`config.mk`:
```
export PLATFORM = sky130hd
export DESIGN_NAME = mercury_nseg_scan_flat
export DESIGN_NICKNAME = d
export VERILOG_FILES = /design/src/rtl/mercury_nseg_scan_pkg.sv /design/src/rtl/mercury_nseg_scan_if.sv /design/src/rtl/mercury_nseg_scan_timebase.sv /design/src/rtl/mercury_nseg_scan.sv /design/src/flat_wrapper.sv
export SDC_FILE = /design/constraint.sdc
export NUM_CORES = 1
export LEC_CHECK = 0
export CAP_MARGIN = 25
export CELL_PAD_IN_SITES_DETAIL_PLACEMENT = 1
export CELL_PAD_IN_SITES_GLOBAL_PLACEMENT = 2
export CORE_MARGIN = 2
export CORE_UTILIZATION = 35
export DETAILED_ROUTE_END_ITERATION = 16
export PLACE_DENSITY = 0.89
export SLEW_MARGIN = 20
export SYNTH_ARGS = -nofsm -noshare
export SYNTH_HDL_FRONTEND = slang
export SYNTH_SLANG_ARGS = --single-unit
```
`constraint.sdc`:
```
create_clock -name app_clk -period 2.7 [get_ports app_clk]
set_input_delay 0.405 -clock app_clk [delete_from_list [all_inputs] [get_ports app_clk]]
set_output_delay 0.405 -clock app_clk [all_outputs]
set_load 0.005 [all_outputs]
```
`src/rtl/mercury_nseg_scan_pkg.sv`:
```
// Shared constants and helpers for the mercury display scanner family.
// PWM_STEPS : sub-slots per digit slot (sub 0 is the ghosting guard)
// SUB_W     : width of the sub-slot counter
// BRIGHT_W  : width of the brightness control
// sub_t     : sub-slot index type
// clog2_min1: counter width for a modulus, never below 1 bit
package mercury_nseg_scan_pkg;

  localparam int unsigned PWM_STEPS = 16;
  localparam int unsigned SUB_W     = 4;
  localparam int unsigned BRIGHT_W  = 4;

  typedef logic [SUB_W-1:0] sub_t;

  function automatic int unsigned clog2_min1(input int unsigned n);
    return (n > 1) ? $clog2(n) : 1;
  endfunction

endpackage

```
`src/rtl/mercury_nseg_scan_if.sv`:
```
// Application-to-pins bundle of the N-digit display scanner.
// master: application side, drives the display controls and reads the pins.
// slave : scanner side, reads the display controls and drives the pins.
//   enable, brightness, blink_mask, seg_in, dots_in : display controls
//   seg_out, dot_out, an_out, frame_stb             : registered pin outputs
interface mercury_nseg_scan_if
  import mercury_nseg_scan_pkg::*;
#(
  parameter int unsigned NUM_DIGITS = 4,
  parameter int unsigned SEG_W      = 7
);

  logic                        enable;
  logic [BRIGHT_W-1:0]         brightness;
  logic [NUM_DIGITS-1:0]       blink_mask;
  logic [NUM_DIGITS*SEG_W-1:0] seg_in;
  logic [NUM_DIGITS-1:0]       dots_in;
  logic [SEG_W-1:0]            seg_out;
  logic                        dot_out;
  logic [NUM_DIGITS-1:0]       an_out;
  logic                        frame_stb;

  modport master (
    output enable, brightness, blink_mask, seg_in, dots_in,
    input  seg_out, dot_out, an_out, frame_stb
  );

  modport slave (
    input  enable, brightness, blink_mask, seg_in, dots_in,
    output seg_out, dot_out, an_out, frame_stb
  );

endinterface

```
`src/rtl/mercury_nseg_scan_timebase.sv`:
```
// Free-running scan timebase: cyc -> sub -> dig -> frame_cnt, plus blink phase.
//   clk, rst        : clock, synchronous active-high reset
//   sub, dig        : current sub-slot and digit being scanned
//   blink_phase     : toggles when frame_cnt wraps
//   boundary_c      : current cycle is the frame boundary (cyc, sub, dig all max)
//   boundary_next_c : the next cycle will be the frame boundary
module mercury_nseg_scan_timebase
  import mercury_nseg_scan_pkg::*;
#(
  parameter int unsigned NUM_DIGITS   = 4,
  parameter int unsigned SUB_CYCLES   = 781,
  parameter int unsigned BLINK_FRAMES = 250,
  localparam int unsigned DIG_W       = clog2_min1(NUM_DIGITS)
) (
  input  logic             clk,
  input  logic             rst,
  output sub_t             sub,
  output logic [DIG_W-1:0] dig,
  output logic             blink_phase,
  output logic             boundary_c,
  output logic             boundary_next_c
);

  localparam int unsigned      CYC_W   = clog2_min1(SUB_CYCLES);
  localparam int unsigned      FRM_W   = clog2_min1(BLINK_FRAMES);
  localparam logic [CYC_W-1:0] CYC_MAX = CYC_W'(SUB_CYCLES - 1);
  localparam sub_t             SUB_MAX = SUB_W'(PWM_STEPS - 1);
  localparam logic [DIG_W-1:0] DIG_MAX = DIG_W'(NUM_DIGITS - 1);
  localparam logic [FRM_W-1:0] FRM_MAX = FRM_W'(BLINK_FRAMES - 1);

  logic [CYC_W-1:0] cyc;
  logic [CYC_W-1:0] cyc_nxt;
  logic [FRM_W-1:0] frame_cnt;
  logic [FRM_W-1:0] frame_nxt;
  sub_t             sub_nxt;
  logic [DIG_W-1:0] dig_nxt;
  logic             phase_nxt;
  logic             cyc_wrap;
  logic             sub_wrap;
  logic             dig_wrap;
  logic             frm_wrap;

  // Chained counter increments; dig wraps explicitly so non-power-of-2 N stays in range.
  always_comb begin
    cyc_nxt         = cyc;
    sub_nxt         = sub;
    dig_nxt         = dig;
    frame_nxt       = frame_cnt;
    phase_nxt       = blink_phase;
    cyc_wrap        = (cyc == CYC_MAX);
    sub_wrap        = (sub == SUB_MAX);
    dig_wrap        = (dig == DIG_MAX);
    frm_wrap        = (frame_cnt == FRM_MAX);
    boundary_c      = cyc_wrap && sub_wrap && dig_wrap;

    cyc_nxt = cyc_wrap ? '0 : cyc + CYC_W'(1);
    if (cyc_wrap) begin
      sub_nxt = sub_wrap ? '0 : sub + SUB_W'(1);
      if (sub_wrap) begin
        dig_nxt = dig_wrap ? '0 : dig + DIG_W'(1);
      end
    end
    if (boundary_c) begin
      frame_nxt = frm_wrap ? '0 : frame_cnt + FRM_W'(1);
      if (frm_wrap) begin
        phase_nxt = ~blink_phase;
      end
    end

    boundary_next_c = (cyc_nxt == CYC_MAX) && (sub_nxt == SUB_MAX) && (dig_nxt == DIG_MAX);
  end

  // Counter state register.
  always_ff @(posedge clk) begin
    if (rst) begin
      cyc         <= '0;
      sub         <= '0;
      dig         <= '0;
      frame_cnt   <= '0;
      blink_phase <= 1'b0;
    end else begin
      cyc         <= cyc_nxt;
      sub         <= sub_nxt;
      dig         <= dig_nxt;
      frame_cnt   <= frame_nxt;
      blink_phase <= phase_nxt;
    end
  end

endmodule

```
`src/rtl/mercury_nseg_scan.sv`:
```
// Time-multiplexed N-digit 7-segment+DP driver with PWM brightness, per-digit
// blink and frame-boundary capture of the display registers.
//   app_clk : clock, single domain
//   app_rst : synchronous active-high reset
//   bus     : slave side of mercury_nseg_scan_if (controls in, registered pins out)
module mercury_nseg_scan
  import mercury_nseg_scan_pkg::*;
#(
  parameter int unsigned NUM_DIGITS   = 4,
  parameter int unsigned SEG_W        = 7,
  parameter int unsigned SUB_CYCLES   = 781,
  parameter int unsigned BLINK_FRAMES = 250,
  parameter int unsigned AN_ACT_LOW   = 1,
  parameter int unsigned SEG_ACT_LOW  = 0
) (
  input  logic                app_clk,
  input  logic                app_rst,
  mercury_nseg_scan_if.slave  bus
);

  localparam int unsigned           DIG_W   = clog2_min1(NUM_DIGITS);
  localparam logic                  AN_LOW  = (AN_ACT_LOW != 0);
  localparam logic                  SEG_LOW = (SEG_ACT_LOW != 0);
  // Idle pin levels; XOR with these also converts "1 = active" into pin polarity.
  localparam logic [NUM_DIGITS-1:0] AN_OFF  = {NUM_DIGITS{AN_LOW}};
  localparam logic [SEG_W-1:0]      SEG_OFF = {SEG_W{SEG_LOW}};

  sub_t             sub;
  logic [DIG_W-1:0] dig;
  logic             blink_phase;
  logic             boundary_c;
  logic             boundary_next_c;

  logic                  enable_r;
  logic [BRIGHT_W-1:0]   bright_sh;
  logic [NUM_DIGITS-1:0] blink_sh;
  logic [NUM_DIGITS-1:0] dots_sh;
  logic [SEG_W-1:0]      seg_sh [NUM_DIGITS];

  logic                  lit_c;
  logic [NUM_DIGITS-1:0] an_nxt_c;
  logic [SEG_W-1:0]      seg_nxt_c;
  logic                  dot_nxt_c;

  logic [NUM_DIGITS-1:0] an_r;
  logic [SEG_W-1:0]      seg_r;
  logic                  dot_r;
  logic                  stb_r;

  mercury_nseg_scan_timebase #(
    .NUM_DIGITS   (NUM_DIGITS),
    .SUB_CYCLES   (SUB_CYCLES),
    .BLINK_FRAMES (BLINK_FRAMES)
  ) u_timebase (
    .clk             (app_clk),
    .rst             (app_rst),
    .sub             (sub),
    .dig             (dig),
    .blink_phase     (blink_phase),
    .boundary_c      (boundary_c),
    .boundary_next_c (boundary_next_c)
  );

  // Shadow registers: loaded only on the frame boundary so pins never tear.
  always_ff @(posedge app_clk) begin
    if (app_rst) begin
      enable_r  <= 1'b0;
      bright_sh <= '0;
      blink_sh  <= '0;
      dots_sh   <= '0;
      for (int i = 0; i < NUM_DIGITS; i++) begin
        seg_sh[i] <= '0;
      end
    end else begin
      enable_r <= bus.enable;
      if (boundary_c) begin
        bright_sh <= bus.brightness;
        blink_sh  <= bus.blink_mask;
        dots_sh   <= bus.dots_in;
        for (int i = 0; i < NUM_DIGITS; i++) begin
          seg_sh[i] <= bus.seg_in[i*SEG_W +: SEG_W];
        end
      end
    end
  end

  // Lit decision; sub 0 is always dark to hide digit-switch ghosting.
  always_comb begin
    an_nxt_c  = AN_OFF;
    seg_nxt_c = SEG_OFF;
    dot_nxt_c = SEG_LOW;
    lit_c     = enable_r && (sub != '0) && (sub <= bright_sh)
                && !(blink_sh[dig] && blink_phase);
    if (lit_c) begin
      an_nxt_c  = (NUM_DIGITS'(1) << dig) ^ AN_OFF;
      seg_nxt_c = seg_sh[dig] ^ SEG_OFF;
      dot_nxt_c = dots_sh[dig] ^ SEG_LOW;
    end
  end

  // Pin registers; frame_stb is pre-computed so it coincides with the capture cycle.
  always_ff @(posedge app_clk) begin
    if (app_rst) begin
      an_r  <= AN_OFF;
      seg_r <= SEG_OFF;
      dot_r <= SEG_LOW;
      stb_r <= 1'b0;
    end else begin
      an_r  <= an_nxt_c;
      seg_r <= seg_nxt_c;
      dot_r <= dot_nxt_c;
      stb_r <= boundary_next_c;
    end
  end

  assign bus.an_out    = an_r;
  assign bus.seg_out   = seg_r;
  assign bus.dot_out   = dot_r;
  assign bus.frame_stb = stb_r;

endmodule

```
`src/flat_wrapper.sv`:
```
// flat-port wrapper written by rule: the top's interface ports become plain ports
module mercury_nseg_scan_flat import mercury_nseg_scan_pkg::*;
#(
  parameter int unsigned NUM_DIGITS   = 4,
  parameter int unsigned SEG_W        = 7,
  parameter int unsigned SUB_CYCLES   = 781,
  parameter int unsigned BLINK_FRAMES = 250,
  parameter int unsigned AN_ACT_LOW   = 1,
  parameter int unsigned SEG_ACT_LOW  = 0
)
  (app_clk, app_rst, bus_enable, bus_brightness, bus_blink_mask, bus_seg_in, bus_dots_in, bus_seg_out, bus_dot_out, bus_an_out, bus_frame_stb);
  mercury_nseg_scan_if #(.NUM_DIGITS(NUM_DIGITS), .SEG_W(SEG_W)) bus_i ();
  input  logic app_clk;
  input  logic app_rst;
  input wire logic [$bits(bus_i.enable)-1:0] bus_enable;
  input wire logic [$bits(bus_i.brightness)-1:0] bus_brightness;
  input wire logic [$bits(bus_i.blink_mask)-1:0] bus_blink_mask;
  input wire logic [$bits(bus_i.seg_in)-1:0] bus_seg_in;
  input wire logic [$bits(bus_i.dots_in)-1:0] bus_dots_in;
  output wire logic [$bits(bus_i.seg_out)-1:0] bus_seg_out;
  output wire logic [$bits(bus_i.dot_out)-1:0] bus_dot_out;
  output wire logic [$bits(bus_i.an_out)-1:0] bus_an_out;
  output wire logic [$bits(bus_i.frame_stb)-1:0] bus_frame_stb;
  assign bus_i.enable = bus_enable;
  assign bus_i.brightness = bus_brightness;
  assign bus_i.blink_mask = bus_blink_mask;
  assign bus_i.seg_in = bus_seg_in;
  assign bus_i.dots_in = bus_dots_in;
  assign bus_seg_out = bus_i.seg_out;
  assign bus_dot_out = bus_i.dot_out;
  assign bus_an_out = bus_i.an_out;
  assign bus_frame_stb = bus_i.frame_stb;
  mercury_nseg_scan #(.NUM_DIGITS(NUM_DIGITS), .SEG_W(SEG_W), .SUB_CYCLES(SUB_CYCLES), .BLINK_FRAMES(BLINK_FRAMES), .AN_ACT_LOW(AN_ACT_LOW), .SEG_ACT_LOW(SEG_ACT_LOW)) u_core (.app_clk(app_clk), .app_rst(app_rst), .bus(bus_i));
endmodule
```
==> results of run 1 <==
## flip-flops by register name (all words and copies together), names as in the netlist
signal and cells:
u_core.enable_r 1, u_core.bus.dot_out 1, u_core.u_timebase.sub 4, u_core.u_timebase.frame_cnt 8
u_core.bus.an_out 4, u_core.bus.seg_out 7, u_core.dots_sh 4, u_core.u_timebase.blink_phase 1
u_core.u_timebase.cyc 10, u_core.bright_sh 4, u_core.seg_sh 28, u_core.u_timebase.dig 2
u_core.blink_sh 4, u_core.bus.frame_stb 1
## worst paths after layout
kind                            startpoint                    to  cells past startpoint
setup / recovery  u_core.u_timebase.cyc[0]  u_core.bus.frame_stb                      7
hold / removal          u_core.blink_sh[2]    u_core.blink_sh[2]                      2
setup reg to reg  u_core.u_timebase.cyc[0]  u_core.bus.frame_stb                      7
hold reg to reg         u_core.blink_sh[2]    u_core.blink_sh[2]                      2
## per-layer routing
metal / GRT usage (%) / up-vias
met4: 5.50 / 0
met5: 0 / -
met2: 25.2 / 30
met3: 2.88 / 14
met1: 18.5 / 1174
li1: - / 1231
## worst max-delay path, delay by kind of cell (launching register included)
kind            cells  cell delay [ps]
compound gates      1              170
flops               1              380
buf+inv             1               80
fa+ha+maj           1              140
simple gates        4             1430
## cell usage in the layout, fill, tap and decap left out, types with 2 or more instances in the layout
cell type	synthesis	layout
a21oi_1	8	8
and2_1	28	28
and3_1	10	10
buf_4	0	7
clkbuf_8	0	9
clkdlybuf4s50_1	0	55
clkinv_2	0	2
dfxtp_1	51	51
edfxtp_1	28	28
ha_1	14	14
inv_1	13	13
inv_6	0	2
mux2i_1	16	16
mux4_2	9	9
nand2_1	16	16
nand2b_1	3	3
nand3_1	8	8
nand4_1	11	11
nand4b_1	2	2
nor2_1	40	40
nor2b_1	2	2
nor3_1	4	4
o21a_1	2	2
o21ai_0	2	2
or3_1	2	2
xnor2_1	5	5
xor2_1	11	11
## where the power goes
part / total, mW / switching, mW / internal [mW]
clock network: 0.784 / 0.445 / 0.339
logic: 0.102 / 0.0348 / 0.0673
registers: 1.25 / 0.00924 / 1.24
total: 2.14 / 0.489 / 1.65
## stage by stage
step	hold slack [ps]	setup WS (ps)	utilization (%)
after floorplan	455	370	-
after global placement	468	514	43.2
after detailed placement	486	447	43.2
after CTS	504	432	44.9
after global routing	543	273	44.9
final	497	436	44.9
## cell families after synthesis
family                   after synthesis
flip-flops                            79
AO/OA/AOI/OAI                         19
multiplexers                          26
buffers and inverters                 28
adder cells (fa/ha/maj)               14
AND/OR/NAND/NOR                      136
XOR/XNOR                              16
## layout make-up
type                       count  area share, %
timing repair buffer          62           13.7
sequential                    79           42.4
inverter                      13           1.11
multi-input combinational    211           35.1
clock inverter                 6          0.997
tap                          133           3.79
clock buffer                  10           2.91
==> metrics.md, run 1 <==
| Metric | Value |
|---|---|
| Register area | `1860 um^2` |
| Pin count of the biggest net entering global routing | `29` |
| Layout area overhead | `25.1%` |
| RSZ-0062 raised after global routing | `no` |
| Largest family of logic cells by synthesized area | `simple AND/OR/NAND/NOR gates` |
| First-pass GRT wire length | `12900 um` |
| Crit share post-route | `83.8%` |
| Worst-margin pin slew | `616 ps` |
| Total global-route track usage | `14.8%` |
| Starting DRT DRC Count | `45` |
| Largest cells by area after synthesis | `dfxtp_1 29%, edfxtp_1 24%, mux4_2 5.8%` |
| Largest stage delay, worst path | `530 ps` |
| Area of the multi-input gates | `1540 um^2` |
| Post-CTS setup buffer count | `0` |
| Tot Pwr | `2.14 mW` |
| DPL Wire Length | `5570 um` |
| Number of synthesized register bits | `79` |
| IO buf count | `55` |
| Vias | `2449` |
| Final min period | `2260 ps` |
| Clock Latency Late Sink | `360 ps` |
| Vias in the first global route | `2558` |
| Mapped Avg Cell Area | `11.0 um^2` |
| Die width | `104 um` |
| Layout cells sized above 1 | `9.71%` |
| Synth top area share | `29.1%` |
| DR top layer | `met4` |
| Residual DRC | `0` |
| Mux contribution to synthesized area | `10.7%` |
| Lkg Pwr | `1.58 nW` |
| Num ports | `56` |
| Post-synth top cells | `51 x dfxtp_1, 40 x nor2_1, 28 x and2_1, 28 x edfxtp_1` |
| Non-filler instance count after layout | `514` |
| Wire length on met1 | `3410 um` |
| Crit Path Max Fanout | `8` |
| Total CTS buffers | `9` |
| Asr flop ratio synth | `0%` |
| CTS tree | `built` |
| Max Buffers Root-to-Sink | `2` |
| Post-Synth Simple-Gate Area | `20.6%` |
| Clk sinks | `79` |
| CTS root buf | `clkbuf_8` |
| GRT Residual Overflow | `0` |
| Adder-cell share of the synthesized area | `4.99%` |
| Post-DRT Antenna Nets | `0` |
| Post_cts resized | `0` |
| Compound-cell area share of the yosys netlist | `3.42%` |
| Post-Synth XOR/XNOR Area | `3.99%` |
| GP Congestion | `0.779` |
| R2R Setup Slk | `440 ps` |
| Clock Pin Slew Worst Setup and Hold Paths | `80 ps` |
| Initial antenna violation count | `0` |
| Met2 WL | `3780 um` |
| # rows | `36` |
| Crit-path cells | `inv_1, ha_1, nand4b_1, or3_1, or4_4, a22oi_1, and4b_1` |
| DR vias/cell | `4.76` |
| Final hold violations | `0` |
| CP max stage cell | `or3_1` |
| Final Skew | `13.4 ps` |
| CP endpoint kind | `flop` |
| Leading area contributor after synthesis | `dfxtp_1` |
| Met3 wire length | `195 um` |
| Initial Utilization | `35.9%` |
| Yosys warning total | `0` |
| Post-DR wirelength/cell | `14.6 um` |
| Routed WL | `7500 um` |
| Mapped Area | `3510 um^2` |
| Critical path arrival | `2560 ps` |
| Status | `finished clean` |
| Setup total negative slack | `0 ps` |
| Startpoint types | `flop` |
| Relative slew slack | `58.5%` |
| Design area | `4390 um^2` |
| Worst vdd ir | `177 uV` |
| Mapped Nets | `375` |
| DIE AREA | `10800 um^2` |
| Core outline area | `9770 um^2` |
| Dpl cell area | `4220 um^2` |
| First-pass iteration count of the detailed router | `4` |
| Syn Inst Count | `318` |
| Setup violators final | `0` |
| Die height | `104 um` |
| Diodes inserted | `0` |
| Count leader, synth | `dfxtp_1` |
| Post-CTS Hold Fix Bufs | `0` |
| H-Tree Depth | `3` |
| Ys flop type | `dfxtp_1` |
| Synth cell types | `43` |
| Total Nets Final | `433` |
| CP required | `3000 ps` |
| Peak Freq | `442 MHz` |
| PwrDens | `487 nW/um^2` |
| Placed cell count | `498` |
| CP Class | `flop to flop` |
| Max Slew Vio Count | `0` |
| Hold crit path type | `flop to flop` |
| Max-Cap Viols | `0` |
| Number of synthesized flops with an enable pin | `28` |
| Seq/Total Area, Yosys | `53.0%` |
| Filler instances | `1080` |
(Power assumes the default switching activity.)
==> run 2: changes to the inputs <==
==> constraint.sdc (replaced) <==
create_clock -name app_clk -period 2.3 [get_ports app_clk]
set_input_delay 0.345 -clock app_clk [delete_from_list [all_inputs] [get_ports app_clk]]
set_output_delay 0.345 -clock app_clk [all_outputs]
set_load 0.005 [all_outputs]
==> run 2 against run 1 <==
Net effect:
- clock-buffer cell count did not move
- critical endpoint unchanged
- largest cell class unchanged
- clock skew fell by 4.1 ps
- sequential share of layout area fell by 0.88 points
- combinational power rose by 23%
- first-iteration DRC count rose by 40%
- design area rose by 2.1%
==> metrics.md, run 2 (synthesis gave the netlist of run 1 again) <==
| Metric | Value |
|---|---|
| CP endpoint kind | `flop` |
| Post-route core utilization | `45.9% (+0.95 points)` |
| Max-Cap Viols | `0 (unchanged)` |
| DIE AREA | `10800 um^2 (unchanged)` |
| Num ports | `56 (unchanged)` |
| Most frequent cells in the layout | `55 x clkdlybuf4s50_1, 51 x dfxtp_1, 40 x nor2_1` |
| First-pass GRT wire length | `13100 um (+2.1%)` |
| Commonest non-fill, non-tap cell in the layout | `clkdlybuf4s50_1` |
| Final min period | `2150 ps (-117 ps)` |
| CTS root buf | `clkbuf_8` |
| GP Congestion | `0.786 (+0.91%)` |
| PwrDens | `606 nW/um^2 (+24%)` |
| # rows | `36 (unchanged)` |
| RSZ-0062 raised after global routing | `no` |
| Die height | `104 um (unchanged)` |
| H-Tree Depth | `3 (unchanged)` |
| Max Buffers Root-to-Sink | `2 (unchanged)` |
| Critical path arrival | `2400 ps (-160 ps)` |
| Initial antenna violation count | `0 (unchanged)` |
| Final worst-path setup slack | `154 ps (-283 ps)` |
| Core outline area | `9770 um^2 (unchanged)` |
| Tot Pwr | `2.72 mW (+27%)` |
| Worst hold slack | `498 ps (+0.192 ps)` |
| Top reg by flops | `u_core.seg_sh` |
| Pre-CTS WS | `190 ps (-257 ps)` |
| Routed WL | `7910 um (+5.4%)` |
| GRT Residual Overflow | `0 (unchanged)` |
| Residual DRC | `0 (unchanged)` |
| Setup violators final | `0 (unchanged)` |
| Lkg Pwr | `1.63 nW (+2.8%)` |
| IO buf count | `55 (unchanged)` |
| Final Skew | `9.26 ps (-4.13 ps)` |
| CP required | `2550 ps (-450 ps)` |
| Total global-route track usage | `15.4% (+0.68 points)` |
| Total CTS buffers | `9 (unchanged)` |
| CTS tree | `built` |
| DR vias/cell | `4.80 (+0.65%)` |
| Layout area overhead | `27.7%` |
| Max Slew Vio Count | `0 (unchanged)` |
| Clk sinks | `79 (unchanged)` |
| Pin count of the biggest net entering global routing | `29 (unchanged)` |
| DPL Wire Length | `5700 um (+2.2%)` |
| Post-DRT Antenna Nets | `0 (unchanged)` |
| Status | `finished clean` |
| Crit share post-route | `93.3% (+9.5 points)` |
| Post-CTS Hold Fix Bufs | `0 (unchanged)` |
| Post-CTS setup buffer count | `0 (unchanged)` |
| Filler instances | `1070 (-0.93%)` |
| First-pass iteration count of the detailed router | `4 (unchanged)` |
| Worst-margin pin slew | `544 ps (-72.0 ps)` |
| Largest regs | `u_core.seg_sh: 28 flops, u_core.u_timebase.cyc: 10 flops, u_core.u_timebase.frame_cnt: 8 flops` |
| Post_cts resized | `0 (unchanged)` |
| Worst vdd ir | `329 uV (+86%)` |
| Relative slew slack | `63.4% (+4.9 points)` |
| Post-DR wirelength/cell | `15.2 um (+4.3%)` |
| Number of flip-flops in the largest register | `28 (unchanged)` |
| Diodes inserted | `0 (unchanged)` |
| Final hold violations | `0 (unchanged)` |
| Setup total negative slack | `0 ps (unchanged)` |
| Initial Utilization | `35.9% (unchanged)` |
| Die width | `104 um (unchanged)` |
| Starting DRT DRC Count | `63 (+40%)` |
| CP Class | `flop to flop` |
| Vias in the first global route | `2569 (+0.43%)` |
| Layout cells sized above 1 | `10.4% (+0.65 points)` |
| Peak Freq | `466 MHz (+5.5%)` |
| Crit Path Max Fanout | `8 (unchanged)` |
| Clock Latency Late Sink | `350 ps (about the same)` |
| Hold crit path type | `flop to flop` |
| Total Nets Final | `438 (+1.2%)` |
| Vias | `2489 (+1.6%)` |
| Clock Pin Slew Worst Setup and Hold Paths | `80 ps (about the same)` |
| Startpoint types | `flop` |
## run 2: cell types whose count changed in the layout (fill, tap and decap cells not counted), sizes merged
| cell | previous run | this run |
|---|---|---|
| buf | 7 | 12 |
| clkinv | 3 | 2 |
| bufinv | 0 | 2 |
| inv | 15 | 14 |
## run 2: critical path, stage by stage (launching register included)
cell and delay (ps):
dfxtp_1 390, inv_1 90, ha_1 140, nand4b_1 180, or3_1 410, buf_4 170
o31ai_1 320, a22oi_1 140, and4b_1 200
## run 2: layer usage
| layer | GRT usage [%] | wire, um | part of all wire [%] |
|---|---|---|---|
| met5 | 0 | 0 | 0 |
| met4 | 5.79 | 118 | 1.5 |
| met3 | 3.63 | 207 | 2.6 |
| met2 | 26.4 | 3940 | 50 |
| met1 | 19.0 | 3640 | 46 |
## run 2: power by group
group          internal [mW]  total [mW]  leakage (nW)  switching (mW)
Clock                  0.609        1.12         0.102           0.513
Sequential              1.46        1.47         0.712          0.0106
Combinational         0.0811       0.125         0.812          0.0440
Total                   2.15        2.72          1.63           0.568
## run 2: final timing paths
check | from | endpoint | slack (ps) | cells past startpoint
setup / recovery | u_core.u_timebase.cyc[0] | u_core.bus.frame_stb | 150 | 8
hold / removal | u_core.dots_sh[3] | u_core.dots_sh[3] | 500 | 2
setup reg to reg | u_core.u_timebase.cyc[0] | u_core.bus.frame_stb | 150 | 8
hold reg to reg | u_core.dots_sh[3] | u_core.dots_sh[3] | 500 | 2
## run 2: area by class of cell
type / count / area [um^2] / share of cell area (%)
inverter: 13 / 48.8 / 1.09
tap: 133 / 166 / 3.71
sequential: 79 / 1860 / 41.5
clock inverter: 6 / 83.8 / 1.87
multi-input combinational: 211 / 1540 / 34.4
timing repair buffer: 67 / 653 / 14.6
clock buffer: 10 / 128 / 2.85
## run 2: through the flow
stage	cell area, um^2	instances
finish	4480	519
global route	4480	519
CTS	4480	519
detailed placement	4270	503
global placement	4270	503
floorplan	3510	318
==> run 3: changes to the inputs <==
--- a/config.mk
+++ b/config.mk
@@ -6,12 +6,10 @@
 export NUM_CORES = 1
 export LEC_CHECK = 0
 export CAP_MARGIN = 25
-export CELL_PAD_IN_SITES_DETAIL_PLACEMENT = 1
-export CELL_PAD_IN_SITES_GLOBAL_PLACEMENT = 2
 export CORE_MARGIN = 2
-export CORE_UTILIZATION = 35
+export CORE_UTILIZATION = 40
 export DETAILED_ROUTE_END_ITERATION = 16
-export PLACE_DENSITY = 0.89
+export PLACE_DENSITY = 0.71
 export SLEW_MARGIN = 20
 export SYNTH_ARGS = -nofsm -noshare
 export SYNTH_HDL_FRONTEND = slang
==> run 3 against run 2 <==
Net effect:
- fmax is 0.80% lower
- worst hold slack worse by 0.86 ps
- clock power hardly changed
- design area is 1.0% lower
- register-to-register slack worse by 20 ps
- via count is 1.8% lower
==> metrics.md, run 3 (synthesis gave the netlist of run 1 again) <==
| Metric | Value |
|---|---|
| Status | `finished clean` |
| Hold path cells | `2 (unchanged)` |
| Total Nets Final | `436 (-0.46%)` |
| GR Layer Usage met1 | `19.3% (+0.34 points)` |
| DR vias/cell | `4.97 (+3.6%)` |
| First-pass iteration count of the detailed router | `4 (unchanged)` |
| Number of flip-flops in the largest register | `28 (unchanged)` |
| Critical path arrival | `2450 ps (+50 ps)` |
| Clock Pin Slew Worst Setup and Hold Paths | `80 ps (about the same)` |
| Clk sinks | `79 (unchanged)` |
| Diodes inserted | `0 (unchanged)` |
| Final Skew | `7.37 ps (-1.89 ps)` |
| Final hold violations | `0 (unchanged)` |
| Pin count of the biggest net entering global routing | `29 (unchanged)` |
| RR Startpoint | `u_core.u_timebase.cyc[0]` |
| Vias in the first global route | `2464 (-4.1%)` |
| Largest stage delay, worst path | `490 ps (+80 ps)` |
| Crit Reg-Reg Endpoint | `u_core.bus.frame_stb` |
| CTS root buf | `clkbuf_8` |
| Residual DRC | `0 (unchanged)` |
| Post-DR wirelength/cell | `13.7 um (-9.8%)` |
| Worst vdd ir | `227 uV (-31%)` |
| R2R Setup Slk | `140 ps (-20 ps)` |
| Post-DRT Antenna Nets | `0 (unchanged)` |
| DPL Wire Length | `4850 um (-15%)` |
| Setup violators final | `0 (unchanged)` |
| DIE AREA | `9540 um^2 (-12%)` |
| Die height | `97.7 um (-6.2%)` |
| Layout area overhead | `26.4%` |
| Max Buffers Root-to-Sink | `2 (unchanged)` |
| Most frequent cells in the layout | `55 x clkdlybuf4s50_1, 51 x dfxtp_1, 40 x nor2_1` |
| Startpoint types | `flop` |
| Lkg Pwr | `1.62 nW (-0.55%)` |
| Num ports | `56 (unchanged)` |
| Total global-route track usage | `15.3% (-0.15 points)` |
| CP required | `2590 ps (+40 ps)` |
| Design area | `4440 um^2 (-1.0%)` |
| Peak Freq | `462 MHz (-0.80%)` |
| # rows | `34 (-5.6%)` |
| First-pass GRT wire length | `11700 um (-11%)` |
| Worst hold slack | `497 ps (-0.864 ps)` |
| IO buf count | `55 (unchanged)` |
| Largest regs | `u_core.seg_sh: 28 flops, u_core.u_timebase.cyc: 10 flops, u_core.u_timebase.frame_cnt: 8 flops` |
| Die width | `97.7 um (-6.2%)` |
| GRT Residual Overflow | `0 (unchanged)` |
| Starting DRT DRC Count | `127 (+100%)` |
| Max Slew Vio Count | `0 (unchanged)` |
| Pre-CTS WS | `158 ps (-32.0 ps)` |
| Crit-path cells | `inv_1, ha_1, nand4b_1, or3_1, or4_4, a22oi_1, and4b_1` |
| PwrDens | `610 nW/um^2 (+0.64%)` |
| H-Tree Depth | `3 (unchanged)` |
| Worst-margin pin slew | `464 ps (-80.6 ps)` |
| CP Class | `flop to flop` |
| RSZ-0062 raised after global routing | `no` |
| CP endpoint kind | `flop` |
| Hold path startpoint | `u_core.blink_sh[3]` |
| Layer with the highest usage | `met2` |
| Final min period | `2160 ps (+17.3 ps)` |
| Vias | `2445 (-1.8%)` |
| Max-Cap Viols | `0 (unchanged)` |
| Crit share post-route | `94.1% (+0.75 points)` |
| Relative slew slack | `68.9% (+5.4 points)` |
| Met2 Track Usage GR | `25.3% (-1.1 points)` |
| Post-CTS setup buffer count | `0 (unchanged)` |
| Setup total negative slack | `0 ps (unchanged)` |
| Top reg by flops | `u_core.seg_sh` |
| Post_cts resized | `0 (unchanged)` |
| Total CTS buffers | `9 (unchanged)` |
| Post-CTS Hold Fix Bufs | `0 (unchanged)` |
| Commonest non-fill, non-tap cell in the layout | `clkdlybuf4s50_1` |
| Worst hold endpoint | `u_core.blink_sh[3]` |
| Layout cells sized above 1 | `10.2% (-0.21 points)` |
| CTS tree | `built` |
| GP Congestion | `0.808 (+2.7%)` |
| Initial antenna violation count | `0 (unchanged)` |
| Routed WL | `6760 um (-14%)` |
| Core outline area | `8640 um^2 (-12%)` |
| Hold crit path type | `flop to flop` |
| Reg2Reg Depth | `7 (-1)` |
| Final worst-path setup slack | `136 ps (-17.3 ps)` |
| Clock Latency Late Sink | `350 ps (about the same)` |
| CP max stage cell | `or4_4` |
| Initial Utilization | `40.7% (+4.7 points)` |
| Crit Path Max Fanout | `8 (unchanged)` |
| Dpl cell area | `4230 um^2 (-1.1%)` |
| GR Layer Usage met3 | `3.31% (-0.32 points)` |
[run 3: cell types whose count changed in the layout (fill, tap and decap cells not counted), sizes merged]
cell	change
clkbuf	+1
clkinv	-1
buf	-2
[run 3: worst max-delay path: cells and delay by family (launching register included)]
| family | cells | cell delay (ps) |
|---|---|---|
| flops | 1 | 390 |
| fa+ha+maj | 1 | 140 |
| simple gates | 4 | 1310 |
| buf+inv | 1 | 90 |
| compound gates | 1 | 180 |
[run 3: final cells by class]
class | instances | area (um^2)
fill | 769 | 4200
timing repair buffer | 65 | 638
tap | 108 | 135
sequential | 79 | 1860
multi-input combinational | 211 | 1540
clock buffer | 11 | 131
inverter | 13 | 48.8
clock inverter | 5 | 81.3
[run 3: per-layer routing]
layer  vias to the layer above  wire [um]
met3                        12        203
met5                         -          0
met4                         0        127
met1                      1162       3170
met2                        37       3260
li1                       1234          -
[run 3: stage by stage]
stage                     instances  utilization [%]  power (mW)
after floorplan                 318                -        1.54
after global placement          476             48.9        1.62
after detailed placement        476             48.9        1.62
after CTS                       492             51.4        2.73
after global routing            492             51.4        2.80
final                           492             51.4        2.71
[run 3: worst max path at each step]
| stage | start | to | slack [ps] | cells after the start |
|---|---|---|---|---|
| after floorplan | u_core.u_timebase.cyc[4] | u_core.seg_sh[0][0] | 130 | 5 |
| after global placement | u_core.u_timebase.cyc[0] | u_core.bus.frame_stb | 260 | 7 |
| after detailed placement | u_core.u_timebase.cyc[0] | u_core.bus.frame_stb | 160 | 7 |
| after CTS | u_core.u_timebase.cyc[0] | u_core.bus.frame_stb | 140 | 7 |
| after global routing | u_core.u_timebase.cyc[0] | u_core.bus.frame_stb | 5 | 8 |
| final | u_core.u_timebase.cyc[0] | u_core.bus.frame_stb | 140 | 7 |
[run 3: where the power goes]
| part | internal [mW] | switching (mW) |
|---|---|---|
| registers | 1.46 | 0.0114 |
| clock network | 0.614 | 0.503 |
| logic | 0.0796 | 0.0396 |
